[src/rtl/demux7_route.sv]
// Registered 1-to-7 result router: one valid/ready word is parked in the slot picked by in_sel, visible next cycle, drained by per-slot ack.
// A full, un-acked target slot stalls in_ready. Define DEMUX7_BCAST_EN to make select 7 a broadcast, otherwise select 7 is dropped and flagged.
module demux7_route #(
  parameter int DATA_W = 32,
  parameter int CNT_W  = 16
) (
  input  logic                  clk,
  input  logic                  rst_n,
  input  logic                  in_valid,
  input  logic [2:0]            in_sel,
  input  logic [DATA_W-1:0]     in_data,
  output logic                  in_ready,
  output logic [7*DATA_W-1:0]   out_data,
  output logic [6:0]            out_valid,
  input  logic [6:0]            out_ack,
  output logic                  err_sel,
  output logic [CNT_W-1:0]      acc_cnt
);

  logic [6:0] slotFree;
  logic [7:0] selFree;
  logic [7:0] selOneHot;
  logic [6:0] wrMask;
  logic       accept;

  // A slot can take a word if it is empty or its consumer drains it this same cycle.
  assign slotFree = ~out_valid | out_ack;

`ifdef DEMUX7_BCAST_EN
  assign selFree = {&slotFree, slotFree};
`else
  assign selFree = {1'b1, slotFree};
`endif

  assign in_ready = selFree[in_sel];
  assign accept   = in_valid & in_ready;

  always_comb begin
    selOneHot = 8'b1 << in_sel;
    wrMask    = accept ? selOneHot[6:0] : 7'b0;
`ifdef DEMUX7_BCAST_EN
    if (accept && selOneHot[7]) wrMask = 7'h7F;
`endif
  end

  always_ff @(posedge clk or negedge rst_n) begin
    if (!rst_n) begin
      out_data  <= '0;
      out_valid <= 7'b0;
      acc_cnt   <= '0;
    end else begin
      // Write wins over ack, so a same-cycle ack plus write leaves the slot full.
      out_valid <= (out_valid & ~out_ack) | wrMask;
      for (int k = 0; k < 7; k++) begin
        if (wrMask[k]) out_data[k*DATA_W +: DATA_W] <= in_data;
      end
      if (accept) acc_cnt <= acc_cnt + CNT_W'(1);
    end
  end

`ifdef DEMUX7_BCAST_EN
  assign err_sel = 1'b0;
`else
  logic dropWord;
  assign dropWord = accept & selOneHot[7];

  always_ff @(posedge clk or negedge rst_n) begin
    if (!rst_n)        err_sel <= 1'b0;
    else if (dropWord) err_sel <= 1'b1;
  end
`endif

endmodule

[config.mk]
export PLATFORM = sky130hd
export DESIGN_NAME = demux7_route
export DESIGN_NICKNAME = d
export VERILOG_FILES = /design/src/rtl/demux7_route.sv
export SDC_FILE = /design/constraint.sdc
export NUM_CORES = 1
export LEC_CHECK = 0
export CAP_MARGIN = 30
export CORE_UTILIZATION = 40
export CTS_CLUSTER_DIAMETER = 100
export DETAILED_ROUTE_END_ITERATION = 8
export PLACE_DENSITY = 0.76
export SYNTH_ARGS = -nofsm -noshare
export SYNTH_HDL_FRONTEND = slang
export SYNTH_SLANG_ARGS = --single-unit
[constraint.sdc]
create_clock -name clk -period 4.4 [get_ports clk]
set_clock_uncertainty 0.2 [all_clocks]
set_input_delay 0.88 -clock clk [delete_from_list [all_inputs] [get_ports clk]]
set_output_delay 0.88 -clock clk [all_outputs]
set_load 0.02 [all_outputs]
# [Word level (Yosys, flattened, before mapping)]
# Cells that the tools add are included.
[op_classes] add_sub_neg=1 magnitude_cmp=1 shifts=1 n_mux=3 n_bitwise=7
[op_table] op="adder 16 x 1 -> 16 bit, second input constant" count=1
[op_table] op="NOT 7 bit" count=2
[op_table] op="OR 7 bit" count=2
[op_table] op="left shift 1 x 3 -> 8 bit, first input constant" count=1
[op_table] op="bitwise AND 7 bit" count=1
[op_table] op="2-to-1 mux 7 bit" count=1
[op_table] op="less-than comparator 3 x 4 -> 1 bit, second input constant" count=1
[op_table] op="binary-select mux 1 bit (select 3 bit)" count=1
[op_table] op="bitwise AND 1 bit" count=2
[op_table] op="2-to-1 mux 1 bit" count=1
[word_totals] register_bits=248 in_bits=45 output_inout_bits=249

# [Logic depth before layout (Yosys ltp)]
# Gate-level depths: netlist (run 1).
[logic_depth] depth_word=7 depth_mapped=7 depth_no_buf=5

# [Worst setup path before layout (run 1)]
# OpenSTA, ideal clock, no wires.
[synth_path] path_type="input-to-output" from="input in_sel[1]" to="output in_ready" arrival_time_ns=2.017 t_required_ns=3.320 setup_slack_ns=1.303 cell_stages=5 cell_sequence="or4b_1 > nand4_1 > o41ai_4 > buf_6 > buf_2"
[synth_between] elab_chain_len=2
[synth_lines] element="start, declared" line="10" text="input logic [2:0] in_sel,"
[synth_lines] element="binary-select mux 1 bit (select 3 bit)" line="35" text="assign in_ready = selFree[in_sel];"
[synth_lines] element="2-to-1 mux 1 bit (implied by the code)" line="35"
[synth_lines] element="end, declared" line="12" text="output logic in_ready,"
# Every way passes these cells. The select of a mux whose other input is x is not followed.

# [Worst setup path after layout (run 1)]
# Same ends and word-level chain as after synthesis.

==> summary.txt, run 1 <==
Status
  • Status: completed

Timing
  • Fin Setup TNS: 0 ns
  • Fin crit period: about 4.0 ns
  • Slew Viols, Final: 0
  • Final setup violation count: 0
  • RSZ-0062 raised after global routing: no
  • Fmax: about 0.25 GHz
  • Fin. Hold Viols: 0
  • Worst rel slew slack: between 40 and 50%
  • Crit share post-route: around nine tenths
  • Slew @ Worst Pin: a little over 0.8 ns

Global route
  • Global-route usage over all layers: between 10% and 20%
  • Initial antenna violation count: 0
  • Largest net degree at the start of global routing: between 100 and 150
  • Vias in the first global route: between 6,000 and 7,000
  • First-pass GRT wire length: between 30,000 and 40,000 µm
  • Overflow after GRT: 0

Power
  • Total design power: roughly 8000 µW
  • Leakage: between 0.006 and 0.007 µW
  • Maximum VDD drop: between 300 and 400 µV
  • Cell area power density: 575 nW/µm²

Place
  • GPL Wtd Cong: 0.770
  • PortBufs: roughly 290
  • HPWL Detailed: ~17,000 µm

Final layout
  • Nets: between 900 and 1,000
  • Fillcell total: a little under 2,000
  • Area grow syn2layout: 41.8%
  • Ant diodes: 0
  • Fin util: between 50 and 60%
  • Share of post-route cells with drive strength above 1: between 20 and 30%

Die
  • Initial core utilization: 40.8%
  • Die height: between 150 and 200 µm
  • Die Span X: about 160 µm
  • Area of the core: roughly 24,000 µm²
  • Num rows: 57
  • Full die area: 25,500 µm²
  • I/O pin cnt: slightly below 300

Yosys
  • Unique cell type count in the Yosys netlist: 33
  • Synth top area share: slightly above 60%
  • Synth top area cells: dfrtp_1 (62%), mux2_4 (13%), mux2_2 (12%)
  • Syn Area/Cell: 17.2 µm²
  • Synth Cell Area: 9950 µm²
  • Register area share after synthesis: just over 60%
  • Synth Net Count: approximately 630
  • Seq cells post-synth: between 200 and 250
  • Synth Warn #: 0
  • Mapped Cells: 580
  • Cell taking the most area after synthesis: dfrtp_1

Clock tree
  • Clock Latency Late Sink: about 0.52 ns
  • H-tree depth: 1
  • Root buffer cell: clkbuf_16
  • Post-CTS Resized: 0
  • Cts hold-fix bufs: 0
  • CTS tree: yes
  • Clock buffer depth: 3
  • CTS buffer count: 27
  • Clk slew on worst S/H paths: ~0.060 ns
  • # Post-CTS Setup Buffers: 0
  • # clock sinks: 248

Worst setup path
  • Worst-case reg-to-reg path depth: 7
  • Slowest cell on crit path: clkdlybuf4s50_1
  • Worst Path Required: 3.32 ns
  • CP max stage delay: 0.68 ns
  • Most used cell, CP: clkdlybuf4s50_1
  • Worst Setup Start Kind: primary input
  • Ordered cell list for the critical path: clkdlybuf4s50_1 > and2b_4 > nor3b_1 > o41ai_4 > clkdlybuf4s50_1
  • WP data arrival: 2.88 ns
  • Crit Path Max Fanout: 7
  • Critical path class: in2out
  • Critical path endpoint category: primary output

Drt
  • Remaining antenna violation count: 0
  • Wirelength per Cell: between 15 and 20 µm
  • DR vias: slightly above 6,000
  • Drt first pass iters: 4
  • Residual DRC: 0
  • Final WL: between 20,000 and 25,000 µm
  • Vias per cell: about 5
  • Drt initial violations: 260

Flow run
  • Maxcap violations: 0

Min path
  • Hold crit path type: in2async
-- metal layers --
layer / GRT usage [%] / share of wire [%] / up-vias / routed length [µm]
met1: 25.0 / 41 / 3146 / 10100
met2: 33.1 / 49 / 214 / 12100
met3: 5.43 / 7.3 / 43 / 1800
met4: 4.90 / 2.4 / 0 / 589
met5: 0 / 0 / - / 0
li1: - / - / 2684 / -
-- where the power goes --
| part | internal, µW | switching, µW |
|---|---|---|
| clock | 1360 | 867 |
| sequential | 2830 | 316 |
| combinational | 1470 | 1270 |
-- registers in the layout, summed over array words and instances (netlist names) --
name,count
out_valid,7
err_sel,1
out_data,224
acc_cnt,16
-- worst max-delay path, delay by kind of cell --
| kind | cells | cell delay, ns |
|---|---|---|
| buffers and inverters | 2 | 1.24 |
| AND/OR/NAND/NOR | 2 | 0.40 |
| AO/OA/AOI/OAI | 1 | 0.36 |
-- placed cells by master, fill, tap and decap left out, types with 2 or more instances in the layout --
cell	instances
clkinv_2	5
buf_4	17
mux2_4	87
and2_1	2
mux2_1	29
nand2b_1	3
nor4b_4	2
clkbuf_8	7
xnor2_1	14
clkbuf_1	5
bufinv_16	2
o31ai_1	3
nand4_1	8
o21ai_0	4
nand3_1	5
dfrtp_1	248
inv_1	7
or4bb_1	2
nand2_1	3
clkbuf_16	27
buf_12	3
and3_1	11
mux2_2	109
clkdlybuf4s50_1	292
nand4_4	2
-- path summary, 6_finish.rpt --
check                      slack [ns]                   endpoint                    start
max in group asynchronous        2.90   out_data[10]$_DFFE_PN0P_                    rst_n
min in group clk                 0.27    acc_cnt[15]$_DFFE_PN0P_  acc_cnt[15]$_DFFE_PN0P_
max reg2reg                      1.71  out_data[128]$_DFFE_PN0P_   out_valid[5]$_DFF_PN0_
min                              0.21     acc_cnt[5]$_DFFE_PN0P_                    rst_n
min reg2reg                      0.27    acc_cnt[15]$_DFFE_PN0P_  acc_cnt[15]$_DFFE_PN0P_
max                              0.44                   in_ready                in_sel[1]
-- synthesized netlist by cell type --
cell type	instances
nor2_1	1
nand4_1	8
nor3b_1	1
o22ai_1	1
or4b_1	1
o21ai_0	4
mux2_2	109
dfrtp_1	248
nor4b_4	2
and2b_4	1
mux2_4	87
buf_6	19
nand3_1	5
o31ai_1	3
xor2_1	1
mux2_1	29
nand2b_1	3
and2_1	2
clkbuf_1	3
nand2_1	3
nand4_4	2
o41ai_4	1
or4bb_1	2
a21o_1	1
xnor2_1	14
and4b_1	1
and3_1	11
nand4b_4	1
buf_2	6
ha_1	1
inv_1	7
and4_1	1
or3_1	1
-- cells by family (layout without fill, tap and decap cells) --
kind of cell               after synthesis  count (layout)  synth area share (%)
and+or+nand+nor                         46              46                  3.81
muxes                                  225             225                  28.7
DFF                                    248             248                  62.3
buffers and inverters                   35             367                  2.83
AOI/OAI and AO/OA                       10              10                 0.842
xor gates and xnor gates                15              15                  1.32
adders and majority gates                1               1                 0.126
-- per-stage QoR --
| step | hold WS (ns) | cells | setup slack (ns) | area, µm² |
|---|---|---|---|---|
| floorplan | 0.377 | 580 | 1.30 | 9950 |
| global placement | 0.254 | 1189 | 0.448 | 13200 |
| detailed placement | 0.265 | 1189 | 0.445 | 13200 |
| CTS | 0.239 | 1236 | 0.434 | 14100 |
| global route | 0.264 | 1236 | 0.351 | 14100 |
| finish | 0.210 | 1236 | 0.436 | 14100 |
-- final cells by class --
cell class                 instances  area (µm²)  share of cell area (%)
clock buffer                      39         791                    5.60
clock inverter                     8        96.3                   0.682
inverter                           7        26.3                   0.186
multi-input combinational        297        3470                    24.6
sequential                       248        6210                    44.0
tap                              324         405                    2.87
timing repair buffer             313        3130                    22.1
(Power assumes the default switching activity.)
==> inputs of run 2 (changes only) <==
--- a/config.mk
+++ b/config.mk
@@ -8,8 +8,10 @@
 export CAP_MARGIN = 30
 export CORE_UTILIZATION = 40
 export CTS_CLUSTER_DIAMETER = 100
+export CTS_CLUSTER_SIZE = 30
 export DETAILED_ROUTE_END_ITERATION = 8
 export PLACE_DENSITY = 0.76
+export SLEW_MARGIN = 15
 export SYNTH_ARGS = -nofsm -noshare
 export SYNTH_HDL_FRONTEND = slang
 export SYNTH_SLANG_ARGS = --single-unit
==> summary.txt, run 2 (synthesis results as in run 1) <==
Final layout
  • Most flop-heavy register: out_data (unchanged)
  • Regs by FF count: out_data: 224 flops, acc_cnt: 16 flops, out_valid: 7 flops (unchanged)
  • Commonest non-fill, non-tap cell in the layout: clkdlybuf4s50_1 (unchanged)
  • Max reg flops: 224 (unchanged)
  • Commonest cells after routing, fill and taps aside: clkdlybuf4s50_1 (292), dfrtp_1 (248), mux2_2 (109) (unchanged)
  • Share of post-route cells with drive strength above 1: 27.3% (was 29.4%)
  • Area grow syn2layout: 36.5% (was 41.8%)
  • Fillcell total: 2,002 (was 1,940)
  • Nets: 925 (was 940)
  • Ant diodes: 0 (unchanged)

Worst setup path
  • Worst Setup Start Kind: primary input (unchanged)
  • FF-to-FF setup slack: 1.74 ns (was 1.71 ns)
  • RR Startpoint: out_valid[5]$_DFF_PN0_ (unchanged)
  • Worst Setup SP: in_sel[1] (unchanged)
  • Critical path class: in2out (unchanged)
  • Worst Path Required: 3.32 ns (about the same)
  • Critical path endpoint category: primary output (unchanged)
  • WP data arrival: 2.88 ns (about the same)
  • Crit Path Max Fanout: 7 (unchanged)

Flow run
  • Maxcap violations: 0 (unchanged)

Drt
  • Remaining antenna violation count: 0 (unchanged)
  • Residual DRC: 0 (unchanged)
  • Drt initial violations: 272 (was 260)
  • DR vias: 5,919 (was 6,087)
  • Wirelength per Cell: 20.1 µm (was 19.9 µm)
  • Vias per cell: 4.92 (about the same)
  • Drt first pass iters: 4 (unchanged)
  • Final WL: 24,200 µm (was 24,600 µm)

Global route
  • Initial antenna violation count: 0 (unchanged)
  • Met1 Use GR: 24.8% (was 25.0%)
  • Vias in the first global route: 6,376 (was 6,531)
  • Overflow after GRT: 0 (unchanged)
  • First-pass GRT wire length: 38,300 µm (was 39,200 µm)
  • GRT busiest layer: met2 (unchanged)
  • Global-route usage over all layers: 19.2% (was 19.6%)
  • GRT met2 Usage: 32.6% (was 33.1%)
  • M3 GR Usage: 5.09% (was 5.43%)
  • Largest net degree at the start of global routing: 106 (unchanged)

Power
  • Internal Power: 4840 µW (was 5660 µW)
  • Total design power: 7130 µW (was 8110 µW)
  • Sw Ratio: 32.1% (was 30.2%)
  • Switch Pwr: 2290 µW (was 2450 µW)
  • Clock power share: 17.6% (was 27.4%)
  • Maximum VDD drop: 329 µV (was 381 µV)
  • Cell area power density: 525 nW/µm² (was 575 nW/µm²)
  • Leakage: 0.00609 µW (was 0.00636 µW)
  • Reg power frac: 44.0% (was 38.8%)
  • Logic pwr share: 38.4% (was 33.8%)

Status
  • Status: completed (unchanged)

Place
  • HPWL Detailed: 17,000 µm (unchanged)
  • GPL Wtd Cong: 0.770 (unchanged)
  • PortBufs: 293 (unchanged)

Clock tree
  • Clk slew on worst S/H paths: 0.11 ns (was 0.06 ns)
  • # Post-CTS Setup Buffers: 0 (unchanged)
  • Post-CTS Resized: 0 (unchanged)
  • CTS buffer count: 12 (was 27)
  • # clock sinks: 248 (unchanged)
  • Clock buffer depth: 3 (unchanged)
  • Root buffer cell: clkbuf_16 (unchanged)
  • H-tree depth: 1 (unchanged)
  • Clock Latency Late Sink: 0.48 ns (was 0.52 ns)
  • CTS tree: yes (unchanged)
  • Cts hold-fix bufs: 0 (unchanged)

Timing
  • Slew @ Worst Pin: 0.805 ns (about the same)
  • Final setup violation count: 0 (unchanged)
  • Fin Setup TNS: 0 ns (unchanged)
  • Fin crit period: 3.96 ns (about the same)
  • Worst rel slew slack: 46.3% (about the same)
  • Fmax: 0.252 GHz (about the same)
  • Crit share post-route: 90.1% (about the same)
  • Fin. Hold Viols: 0 (unchanged)
  • Slew Viols, Final: 0 (unchanged)
  • RSZ-0062 raised after global routing: no (unchanged)

Die
  • Full die area: 25,500 µm² (unchanged)
  • Die height: 160 µm (unchanged)
  • Area of the core: 24,400 µm² (unchanged)
  • I/O pin cnt: 294 (unchanged)
  • Initial core utilization: 40.8% (unchanged)
  • Die Span X: 160 µm (unchanged)
  • Num rows: 57 (unchanged)

Min path
  • Hold crit path type: in2async (unchanged)
-- run 2: cell count changes in the layout (fill, tap and decap cells not counted), sizes merged --
cell,previous run,this run
inv,8,7
clkbuf,39,13
bufinv,2,0
clkinv,5,1
-- run 2: final timing paths --
kind                                             end  cells past startpoint
max reg2reg                out_data[160]$_DFFE_PN0P_                      7
max in group asynchronous    acc_cnt[15]$_DFFE_PN0P_                      2
min reg2reg                  acc_cnt[15]$_DFFE_PN0P_                      1
min in group clk             acc_cnt[15]$_DFFE_PN0P_                      1
min                           acc_cnt[5]$_DFFE_PN0P_                      1
max                                         in_ready                      5
-- run 2: through the flow --
| step | hold WS [ns] | area [µm²] | setup slack [ns] | std cells | utilization, % |
|---|---|---|---|---|---|
| after floorplan | 0.377 | 9950 | 1.30 | 580 | - |
| after global placement | 0.254 | 13200 | 0.448 | 1189 | 54.3 |
| after detailed placement | 0.265 | 13200 | 0.445 | 1189 | 54.3 |
| after CTS | 0.272 | 13600 | 0.433 | 1203 | 55.7 |
| after global routing | 0.297 | 13600 | 0.348 | 1203 | 55.7 |
| final | 0.236 | 13600 | 0.436 | 1203 | 55.7 |
-- run 2: power by group through the flow --
stage | clock, µW | combinational [µW] | sequential [µW]
2_1_floorplan | 0 | 651 | 3840
3_3_place_gp | 0 | 2730 | 3160
3_5_place_dp | 0 | 2760 | 3180
4_1_cts | 1310 | 2770 | 3140
5_1_grt | 1370 | 2860 | 3220
6_report | 1250 | 2740 | 3140
-- run 2: final cells by class --
cell class	count	area, µm²	share of cell area, %
Multi-Input combinational cell	297	3470	25.5
Sequential cell	248	6210	45.7
Clock buffer	13	325	2.39
Tap cell	324	405	2.98
Timing Repair Buffer	313	3130	23.0
Inverter	7	26.3	0.193
Clock inverter	1	30.0	0.221
-- run 2: worst max-delay path, cell delays in order --
cell and delay (ns):
clkdlybuf4s50_1 0.56, and2b_4 0.24, nor3b_1 0.17, o41ai_4 0.35, clkdlybuf4s50_1 0.68
-- run 2: per-layer routing --
metal / vias up / part of all wire [%]
li1: 2626 / -
met1: 3082 / 42
met2: 185 / 49
met3: 26 / 6.8
met4: 0 / 1.8
met5: - / 0
==> inputs of run 3 (changes only) <==
==> constraint.sdc (replaced) <==
create_clock -name clk -period 4.9 [get_ports clk]
set_clock_uncertainty 0.2 [all_clocks]
set_input_delay 0.98 -clock clk [delete_from_list [all_inputs] [get_ports clk]]
set_output_delay 0.98 -clock clk [all_outputs]
set_load 0.02 [all_outputs]
==> summary.txt, run 3 (synthesis results as in run 1) <==
Status
  • Status: completed (unchanged)

Clock tree
  • CTS tree: yes (unchanged)
  • # Post-CTS Setup Buffers: 0 (unchanged)
  • # clock sinks: 248 (unchanged)
  • Post-CTS Resized: 0 (unchanged)
  • Clock buffer depth: 3 (unchanged)
  • H-tree depth: 1 (unchanged)
  • Clock Latency Late Sink: 0.48 ns (about the same)
  • Cts hold-fix bufs: 0 (unchanged)
  • Clk slew on worst S/H paths: 0.09 ns (was 0.11 ns)
  • Root buffer cell: clkbuf_16 (unchanged)
  • CTS buffer count: 12 (unchanged)

Power
  • Cell area power density: 472 nW/µm² (was 525 nW/µm²)
  • Internal Power: 4350 µW (was 4840 µW)
  • Maximum VDD drop: 382 µV (was 329 µV)
  • Sw Ratio: 32.2% (was 32.1%)
  • Switch Pwr: 2070 µW (was 2290 µW)
  • Logic pwr share: 38.2% (was 38.4%)
  • Leakage: 0.00610 µW (was 0.00609 µW)
  • Reg power frac: 44.1% (was 44.0%)
  • Clock power share: 17.7% (was 17.6%)

Worst setup path
  • Critical path class: in2out (unchanged)
  • Worst Path Required: 3.72 ns (was 3.32 ns)
  • Worst Setup Start Kind: primary input (unchanged)
  • WP data arrival: 3.09 ns (was 2.88 ns)
  • Crit Path Max Fanout: 7 (unchanged)
  • Critical path endpoint category: primary output (unchanged)

Final layout
  • Area grow syn2layout: 36.5% (about the same)
  • Fillcell total: 1,989 (was 2,002)
  • Fin util: 55.7% (about the same)
  • Most flop-heavy register: out_data (unchanged)
  • Commonest cells after routing, fill and taps aside: clkdlybuf4s50_1 (292), dfrtp_1 (248), mux2_2 (109) (unchanged)
  • Share of post-route cells with drive strength above 1: 27.2% (was 27.3%)
  • Max reg flops: 224 (unchanged)
  • Commonest non-fill, non-tap cell in the layout: clkdlybuf4s50_1 (unchanged)
  • Regs by FF count: out_data: 224 flops, acc_cnt: 16 flops, out_valid: 7 flops (unchanged)
  • Nets: 923 (was 925)
  • Ant diodes: 0 (unchanged)

Die
  • Area of the core: 24,400 µm² (unchanged)
  • Die Span X: 160 µm (unchanged)
  • Die height: 160 µm (unchanged)
  • Num rows: 57 (unchanged)
  • I/O pin cnt: 294 (unchanged)
  • Initial core utilization: 40.8% (unchanged)
  • Full die area: 25,500 µm² (unchanged)

Drt
  • Remaining antenna violation count: 0 (unchanged)
  • Wirelength per Cell: 20.3 µm (was 20.1 µm)
  • Vias per cell: 4.95 (was 4.92)
  • DR vias: 5,957 (was 5,919)
  • Final WL: 24,400 µm (was 24,200 µm)
  • Residual DRC: 0 (unchanged)
  • Drt first pass iters: 4 (unchanged)
  • Drt initial violations: 196 (was 272)

Timing
  • Worst rel slew slack: 32.6% (was 46.3%)
  • Crit share post-route: 87.2%
  • Fin. Hold Viols: 0 (unchanged)
  • Fin Setup TNS: 0 ns (unchanged)
  • Fin crit period: 4.27 ns
  • WHS: 0.289 ns (was 0.236 ns)
  • Fmax: 0.234 GHz
  • Slew Viols, Final: 0 (unchanged)
  • Final setup violation count: 0 (unchanged)
  • Slew @ Worst Pin: 1.01 ns (was 0.805 ns)
  • RSZ-0062 raised after global routing: no (unchanged)

Global route
  • Initial antenna violation count: 0 (unchanged)
  • Vias in the first global route: 6,244 (was 6,376)
  • Largest net degree at the start of global routing: 131 (was 106)
  • Global-route usage over all layers: 19.4% (was 19.2%)
  • Overflow after GRT: 0 (unchanged)
  • First-pass GRT wire length: 38,700 µm (was 38,300 µm)

Place
  • PortBufs: 293 (unchanged)
  • GPL Wtd Cong: 0.779 (was 0.770)
  • HPWL Detailed: 16,800 µm (was 17,000 µm)

Min path
  • Hold crit path type: reg2reg (was in2async)

Flow run
  • Maxcap violations: 0 (unchanged)
==> run 3: changes by cell type in the layout (fill, tap and decap cells not counted) <==
cell | before | now
clkinv_16 | 1 | 0
clkinv_8 | 0 | 1
buf_4 | 17 | 14
inv_6 | 0 | 1
buf_12 | 3 | 4
clkbuf_1 | 0 | 1
==> run 3: metal layers <==
layer	share of wire [%]	wire length (µm)	global-route usage, %	vias to the layer above
li1	-	-	-	2644
met3	6.6	1610	4.60	29
met4	1.9	452	3.76	0
met1	44	10800	26.6	3094
met5	0	0	0	-
met2	47	11600	31.4	190
==> run 3: final timing paths <==
kind,from,end,slack (ns),cells after the start
worst min register to register,err_sel$_DFFE_PN0P_,err_sel$_DFFE_PN0P_,0.29,2
worst max register to register,out_valid[0]$_DFF_PN0_,out_data[157]$_DFFE_PN0P_,2.04,6
worst max-delay path,in_sel[0],in_ready,0.63,5
worst min-delay path,err_sel$_DFFE_PN0P_,err_sel$_DFFE_PN0P_,0.29,2
max in group asynchronous,rst_n,out_data[87]$_DFFE_PN0P_,3.04,2
min in group asynchronous,rst_n,acc_cnt[5]$_DFFE_PN0P_,0.38,1
==> run 3: worst max-delay path, cell delays in order <==
cell and delay, ns:
clkdlybuf4s50_1 0.61, nor2_1 0.14, and3_1 0.23, o41ai_4 0.44, clkdlybuf4s50_1 0.68
==> run 3: power groups by stage <==
| stage | Clock [µW] | Combinational, µW | Sequential (µW) |
|---|---|---|---|
| 3_5_place_dp | 0 | 2470 | 2860 |
| 5_1_grt | 1250 | 2560 | 2900 |
| 2_1_floorplan | 0 | 584 | 3450 |
| 4_1_cts | 1180 | 2470 | 2830 |
| 3_3_place_gp | 0 | 2450 | 2850 |
| 6_report | 1140 | 2450 | 2830 |
==> run 3: cell type report <==
| class | instances | area, µm² | area share [%] |
|---|---|---|---|
| Tap cell | 324 | 405 | 2.98 |
| Clock inverter | 2 | 25.0 | 0.184 |
| Inverter | 7 | 26.3 | 0.193 |
| Multi-Input combinational cell | 297 | 3470 | 25.5 |
| Timing Repair Buffer | 311 | 3120 | 23.0 |
| Sequential cell | 248 | 6210 | 45.7 |
| Clock buffer | 14 | 329 | 2.42 |
==> run 3: stage by stage <==
step	worst slack [ns]	area, µm²	std cells	power (µW)
after floorplan	1.60	9950	580	4030
after global placement	0.695	13200	1187	5290
after CTS	0.634	13600	1203	6490
after detailed placement	0.614	13200	1187	5330
after global routing	0.551	13600	1203	6710
final	0.629	13600	1203	6420
